### src/rtl/video_coord_tracker.sv
`default_nettype none
// ============================================================================
// Module   : video_coord_tracker
// Purpose  : Passive pixel-coordinate tracker for an AXI-Stream video bus
//            (tuser = start of frame, tlast = end of line). Snoops the
//            valid/ready handshake and reports the x/y of the beat currently
//            presented, the frame count, the measured geometry of each closed
//            frame and single-cycle stream-framing error pulses.
// Ports    : clk, rst                 clock, synchronous active-high reset
//            i_valid, i_ready         snooped handshake (never driven here)
//            i_sof, i_eol             tuser / tlast of the presented beat
//            o_x, o_y                 coordinate of presented beat (comb.)
//            o_frame_cnt              frames started since reset (wraps)
//            o_frame_done             pulse: previous frame closed
//            o_frame_width/_height    geometry of the last closed frame
//            o_err_no_sof             pulse: beat accepted while awaiting sof
//            o_err_line_len           pulse: line length != first line length
//            o_err_part_line          pulse: sof arrived mid-line
//            o_err_overflow           pulse: x or y counter saturated
// Revision : 1.0 - initial release
// ============================================================================
module video_coord_tracker #(
  parameter int CW = 16,
  parameter int FW = 16
) (
  input  logic          clk,
  input  logic          rst,
  input  logic          i_valid,
  input  logic          i_ready,
  input  logic          i_sof,
  input  logic          i_eol,
  output logic [CW-1:0] o_x,
  output logic [CW-1:0] o_y,
  output logic [FW-1:0] o_frame_cnt,
  output logic          o_frame_done,
  output logic [CW-1:0] o_frame_width,
  output logic [CW-1:0] o_frame_height,
  output logic          o_err_no_sof,
  output logic          o_err_line_len,
  output logic          o_err_part_line,
  output logic          o_err_overflow
);

  typedef enum logic [0:0] {
    S_WAIT_SOF = 1'b0,
    S_ACTIVE   = 1'b1
  } state_t;

  localparam logic [CW-1:0] c_MAX = {CW{1'b1}};

  state_t        r_state;
  logic [CW-1:0] r_x_cnt;
  logic [CW-1:0] r_y_cnt;
  logic [CW-1:0] r_width_lat;
  logic          r_first_line;
  logic [FW-1:0] r_frame_cnt;
  logic          r_frame_done;
  logic [CW-1:0] r_frame_width;
  logic [CW-1:0] r_frame_height;
  logic          r_err_no_sof;
  logic          r_err_line_len;
  logic          r_err_part_line;
  logic          r_err_overflow;

  state_t        w_state_nxt;
  logic [CW-1:0] w_x_nxt;
  logic [CW-1:0] w_y_nxt;
  logic [CW-1:0] w_width_lat_nxt;
  logic          w_first_line_nxt;
  logic [FW-1:0] w_frame_cnt_nxt;
  logic          w_frame_done_nxt;
  logic [CW-1:0] w_frame_width_nxt;
  logic [CW-1:0] w_frame_height_nxt;
  logic          w_err_no_sof_nxt;
  logic          w_err_line_len_nxt;
  logic          w_err_part_line_nxt;
  logic          w_err_overflow_nxt;

  logic          w_beat;
  logic [CW:0]   w_line_len;
  logic [CW-1:0] w_len_sat;

  assign w_beat = i_valid & i_ready;

  // Line length is one wider than the counter so a full-scale line does not
  // wrap; it is clamped to the counter range before latching/comparing.
  assign w_line_len = {1'b0, r_x_cnt} + {{CW{1'b0}}, 1'b1};
  assign w_len_sat  = w_line_len[CW] ? c_MAX : w_line_len[CW-1:0];

  // A sof beat is always column/row 0, whatever the counters hold.
  assign o_x = i_sof ? '0 : r_x_cnt;
  assign o_y = i_sof ? '0 : r_y_cnt;

  always_comb begin
    w_state_nxt         = r_state;
    w_x_nxt             = r_x_cnt;
    w_y_nxt             = r_y_cnt;
    w_width_lat_nxt     = r_width_lat;
    w_first_line_nxt    = r_first_line;
    w_frame_cnt_nxt     = r_frame_cnt;
    w_frame_done_nxt    = 1'b0;
    w_frame_width_nxt   = r_frame_width;
    w_frame_height_nxt  = r_frame_height;
    w_err_no_sof_nxt    = 1'b0;
    w_err_line_len_nxt  = 1'b0;
    w_err_part_line_nxt = 1'b0;
    w_err_overflow_nxt  = 1'b0;

    if (w_beat) begin
      if (i_sof) begin
        w_frame_cnt_nxt = r_frame_cnt + FW'(1);
        w_state_nxt     = S_ACTIVE;
        // Only a frame that was actually opened can be closed and measured.
        if (r_state == S_ACTIVE) begin
          w_frame_done_nxt    = 1'b1;
          w_frame_width_nxt   = r_width_lat;
          w_frame_height_nxt  = r_y_cnt;
          w_err_part_line_nxt = (r_x_cnt != '0);
        end
        if (i_eol) begin
          // Single-pixel first line: it is complete on this very beat.
          w_x_nxt          = '0;
          w_y_nxt          = CW'(1);
          w_width_lat_nxt  = CW'(1);
          w_first_line_nxt = 1'b0;
        end else begin
          w_x_nxt          = CW'(1);
          w_y_nxt          = '0;
          w_width_lat_nxt  = '0;
          w_first_line_nxt = 1'b1;
        end
      end else if (r_state == S_WAIT_SOF) begin
        w_err_no_sof_nxt = 1'b1;
      end else if (i_eol) begin
        w_x_nxt = '0;
        if (r_y_cnt == c_MAX) begin
          w_err_overflow_nxt = 1'b1;
        end else begin
          w_y_nxt = r_y_cnt + CW'(1);
        end
        if (r_first_line) begin
          w_width_lat_nxt  = w_len_sat;
          w_first_line_nxt = 1'b0;
        end else if (w_len_sat != r_width_lat) begin
          w_err_line_len_nxt = 1'b1;
        end
      end else begin
        if (r_x_cnt == c_MAX) begin
          w_err_overflow_nxt = 1'b1;
        end else begin
          w_x_nxt = r_x_cnt + CW'(1);
        end
      end
    end
  end

  always_ff @(posedge clk) begin
    if (rst) begin
      r_state         <= S_WAIT_SOF;
      r_x_cnt         <= '0;
      r_y_cnt         <= '0;
      r_width_lat     <= '0;
      r_first_line    <= 1'b0;
      r_frame_cnt     <= '0;
      r_frame_done    <= 1'b0;
      r_frame_width   <= '0;
      r_frame_height  <= '0;
      r_err_no_sof    <= 1'b0;
      r_err_line_len  <= 1'b0;
      r_err_part_line <= 1'b0;
      r_err_overflow  <= 1'b0;
    end else begin
      r_state         <= w_state_nxt;
      r_x_cnt         <= w_x_nxt;
      r_y_cnt         <= w_y_nxt;
      r_width_lat     <= w_width_lat_nxt;
      r_first_line    <= w_first_line_nxt;
      r_frame_cnt     <= w_frame_cnt_nxt;
      r_frame_done    <= w_frame_done_nxt;
      r_frame_width   <= w_frame_width_nxt;
      r_frame_height  <= w_frame_height_nxt;
      r_err_no_sof    <= w_err_no_sof_nxt;
      r_err_line_len  <= w_err_line_len_nxt;
      r_err_part_line <= w_err_part_line_nxt;
      r_err_overflow  <= w_err_overflow_nxt;
    end
  end

  assign o_frame_cnt     = r_frame_cnt;
  assign o_frame_done    = r_frame_done;
  assign o_frame_width   = r_frame_width;
  assign o_frame_height  = r_frame_height;
  assign o_err_no_sof    = r_err_no_sof;
  assign o_err_line_len  = r_err_line_len;
  assign o_err_part_line = r_err_part_line;
  assign o_err_overflow  = r_err_overflow;

endmodule
`default_nettype wire

### config.mk
export PLATFORM = sky130hd
export DESIGN_NAME = video_coord_tracker
export DESIGN_NICKNAME = d
export VERILOG_FILES = /design/src/rtl/video_coord_tracker.sv
export SDC_FILE = /design/constraint.sdc
export NUM_CORES = 1
export LEC_CHECK = 0
export BUFFER_PORTS_ARGS = -buffer_cell sky130_fd_sc_hd__buf_2
export CAP_MARGIN = 20
export CORE_MARGIN = 4
export CORE_UTILIZATION = 50
export CTS_BUF_LIST = sky130_fd_sc_hd__clkbuf_8
export DETAILED_ROUTE_END_ITERATION = 16
export PLACE_DENSITY = 0.72
export SYNTH_ARGS = -nofsm -noshare
export SYNTH_HDL_FRONTEND = slang
export SYNTH_SLANG_ARGS = --single-unit
### constraint.sdc
create_clock -name clk -period 5.7 [get_ports clk]
set_input_delay 1.14 -clock clk [delete_from_list [all_inputs] [get_ports clk]]
set_output_delay 1.14 -clock clk [all_outputs]
set_load 0.03 [all_outputs]
==> metrics.md <==
| Metric | Value |
|---|---|
| Share of cells above drive strength 1 | `0.1811` |
| Top FF cell, synth | `dfxtp_1` |
| Slowest stage delay, CP | `690 ps` |
| Crit path capture type | `flip-flop` |
| Top-count cell post-synth | `nand2_1` |
| Worst Reg2Reg Path Length in Cells | `7` |
| Syn nets | `659` |
| CP startpoint kind | `input port` |
| Vias after detailed routing | `4722` |
| Post-synth top cells | `nand2_1, dfxtp_1, a21oi_1` |
| Global routing's busiest layer | `met2` |
| #FFs+latches synth | `103` |
| Height of the die | `109.2 um` |
| Outcome | `completed` |
| Buf/Inv on CP | `2` |
| Num CTS Buffers | `9` |
| Setup crit start | `i_sof` |
| RD Place Congestion | `0.8903` |
| Most Frequent Cell on Critical Path | `nor2_1` |
| Reg-to-reg startpoint | `r_x_cnt[5]` |
| Worst EP arrival | `3760 ps` |
| Pleak | `2.297 nW` |
| Period utilisation layout | `0.6173` |
| Skew final | `13.40 ps` |
| Top-area cell type share of the netlist area | `0.4030` |
| CTS sink count | `103` |
| Worst-skew pair later-pin latency | `370 ps` |
| Fraction of registers with async set/reset | `0` |
| Die Footprint | `0.01191 mm^2` |
| Largest net degree at the start of global routing | `51` |
| Clock tree buffer depth | `2` |
| Slew @ Worst Pin | `932.7 ps` |
| Crit-path cells | `buf_2 > inv_1 > nor2_1 > nand4_1 > nor2_1 > nand4_1 > xor2_1 > nor2_1` |
| PD cells | `208.5 mW/mm^2` |
| CTS tree | `yes` |
| Met3 Usage GRT | `0.03671` |
| Dpl hpwl | `8961 um` |
| Clk slew on worst S/H paths | `100 ps` |
| Final net count | `723` |
| Synth warn | `0` |
| Starting Density | `0.5186` |
| Leading area contributor after synthesis | `dfxtp_1` |
| Cells after Synth | `649` |
| Post-synthesis sequential area ratio | `0.4030` |
| Setup CP Type | `input port to flip-flop` |
| Max FO, Critical Path | `50` |
| RSZ-0062 raised after global routing | `false` |
| Routed len/inst | `15.21 um` |
| Via/cell ratio | `5.549` |
| Met1 Usage GRT | `0.3132` |
| Worst R2R Setup Slack | `2770 ps` |
| Setup_tns | `0 ps` |
| Fill cell count | `899` |
| Worst VDD drop | `0.1028 mV` |
| I/O Buffers | `90` |
| Vias in the first global route | `4272` |
| Post-synth EDFFs | `0` |
| Core Footprint | `0.009864 mm^2` |
| Crit path max-delay family | `simple AND/OR/NAND/NOR gates` |
| Setup bufs post-CTS | `0` |
| Hold Path End | `o_frame_width[8]` |
| Antenna-violating nets left | `0` |
| Syn-to-layout area delta | `13.43%` |
| Top cells by area, synth | `dfxtp_1, nand2_1, a21oi_1, nor2_1, xor2_1` |
| Critical path data required time | `5940 ps` |
| Fin. max-slew vios | `0` |
| CTS Root Cell | `clkbuf_8` |
| Die Wd | `109.2 um` |
| Total track usage | `0.2206` |
| Final critical-path required period | `3519 ps` |
| Final Hold Viols | `0` |
| # setup viols final | `0` |
| Post-cts sizing count | `0` |
| Fmax | `284.2 MHz` |
| Min-delay src | `o_frame_width[8]` |
| Slew headroom | `0.3782` |
| DRT iter0 DRCs | `382` |
| Syn Area/Cell | `7.883 um^2` |
| First-pass DRT Iterations | `5` |
| DRC Markers | `0` |
| Hold Path Stages | `2` |
| Synth cell types | `55` |
| Total grt overflow | `0` |
| Max_cap viols | `0` |
| CP max stage cell | `buf_2` |
| HP Class | `flip-flop to flip-flop` |
| Met2 Track Usage GR | `0.3509` |
| Wire length of the first global-routing pass | `21170 um` |
| Synth Cell Area | `0.005116 mm^2` |
| Initial antenna violation count | `0` |
| Ports | `91` |
| Row cnt | `36` |
| Tot Pwr | `0.001210 W` |
| R2R Path End | `o_err_line_len` |
| CTS Hold Bufs | `0` |
| Number of H-tree levels | `3` |
| # diodes | `0` |
| Drt total wl | `12940 um` |
kinds of logic after synthesis:
family,synth area share
flip-flops,0.4030
adder cells (fa/ha/maj),0.009783
AO/OA/AOI/OAI,0.1507
buffers and inverters,0.03986
AND/OR/NAND/NOR,0.3099
XOR/XNOR,0.07630
multiplexers,0.01052
report_power, final:
group	leakage (nW)	internal [W]	total, W	switching [W]
clock network	0.0973	0.000165	0.000431	0.000266
registers	0.830	0.000722	0.000725	0.00000347
logic	1.37	0.0000125	0.0000539	0.0000414
total	2.30	0.000899	0.00121	0.000311
state kept, by name, summed over array words and instances (netlist names):
name             cells
r_first_line         1
o_err_no_sof         1
o_frame_height      16
r_y_cnt             16
o_err_part_line      1
r_width_lat         16
o_err_overflow       1
r_x_cnt             16
r_state              1
o_frame_cnt         16
o_frame_width       16
o_err_line_len       1
o_frame_done         1
layout by cell type (no fill, tap or decap), types with 2 or more instances in the layout:
cell      count
nor3_1        8
a211oi_1      8
a22oi_1       4
nand4_1      11
xor2_1       27
o211ai_1      2
buf_4         6
nor4_2        4
or4_4         2
xnor2_1      15
o21ai_0      26
a21oi_1      76
nand3b_1      4
buf_2        90
or2_2         3
or4_1         2
nand4_2       2
mux2i_1       2
nor2b_1      33
a311oi_1      2
nor2_1       65
nand3_1      20
dfxtp_1     103
nor3b_1       3
mux2_2        3
and4_1        6
nand2b_1      3
nor4_1        5
ha_1          4
and3_1        9
inv_6         2
nand2_1     108
a221oi_1      3
and2_1        5
a31oi_1       5
clkbuf_8      9
clkinv_4      2
or3_1         9
inv_1         7
metrics by stage:
stage	utilization	setup slack [ps]	instance area, um^2	cells	hold WS (ps)
6_report	0.5883	2181	5803	851	454.0
5_1_grt	0.5883	1798	5803	851	478.6
4_1_cts	0.5855	1849	5776	850	458.9
3_5_place_dp	0.5674	1467	5597	834	443.3
3_3_place_gp	0.5674	1707	5597	834	438.1
2_1_floorplan	-	2576	5116	649	440.4
routing by layer:
layer | up-vias | part of all wire
li1 | 2376 | -
met1 | 2176 | 0.47
met2 | 155 | 0.45
met3 | 15 | 0.066
met4 | 0 | 0.016
met5 | - | 0
layout make-up:
| class | count | area, um^2 | area share |
|---|---|---|---|
| tap | 133 | 166.4 | 0.02868 |
| clock inverter | 7 | 55.05 | 0.009487 |
| timing repair buffer | 97 | 523.0 | 0.09013 |
| clock buffer | 9 | 123.9 | 0.02135 |
| sequential | 103 | 2062 | 0.3553 |
| inverter | 6 | 22.52 | 0.003881 |
| multi-input combinational | 496 | 2850 | 0.4912 |
worst reg2reg max path, delay by kind of cell (launching register included):
kind / cells / cell delay [ps]
AOI/OAI and AO/OA: 2 / 170
DFF: 1 / 560
and+or+nand+nor: 5 / 2050
worst max-delay path by stage:
stage	depth (start not counted)	slack [ps]	to
global placement	5	1710	o_err_part_line
floorplan	3	2580	o_x[10]
CTS	5	1850	o_err_part_line
global route	8	1800	o_frame_cnt[15]
detailed placement	5	1470	o_err_part_line
finish	8	2180	o_frame_cnt[15]
Power figures use the tool's default switching activity.
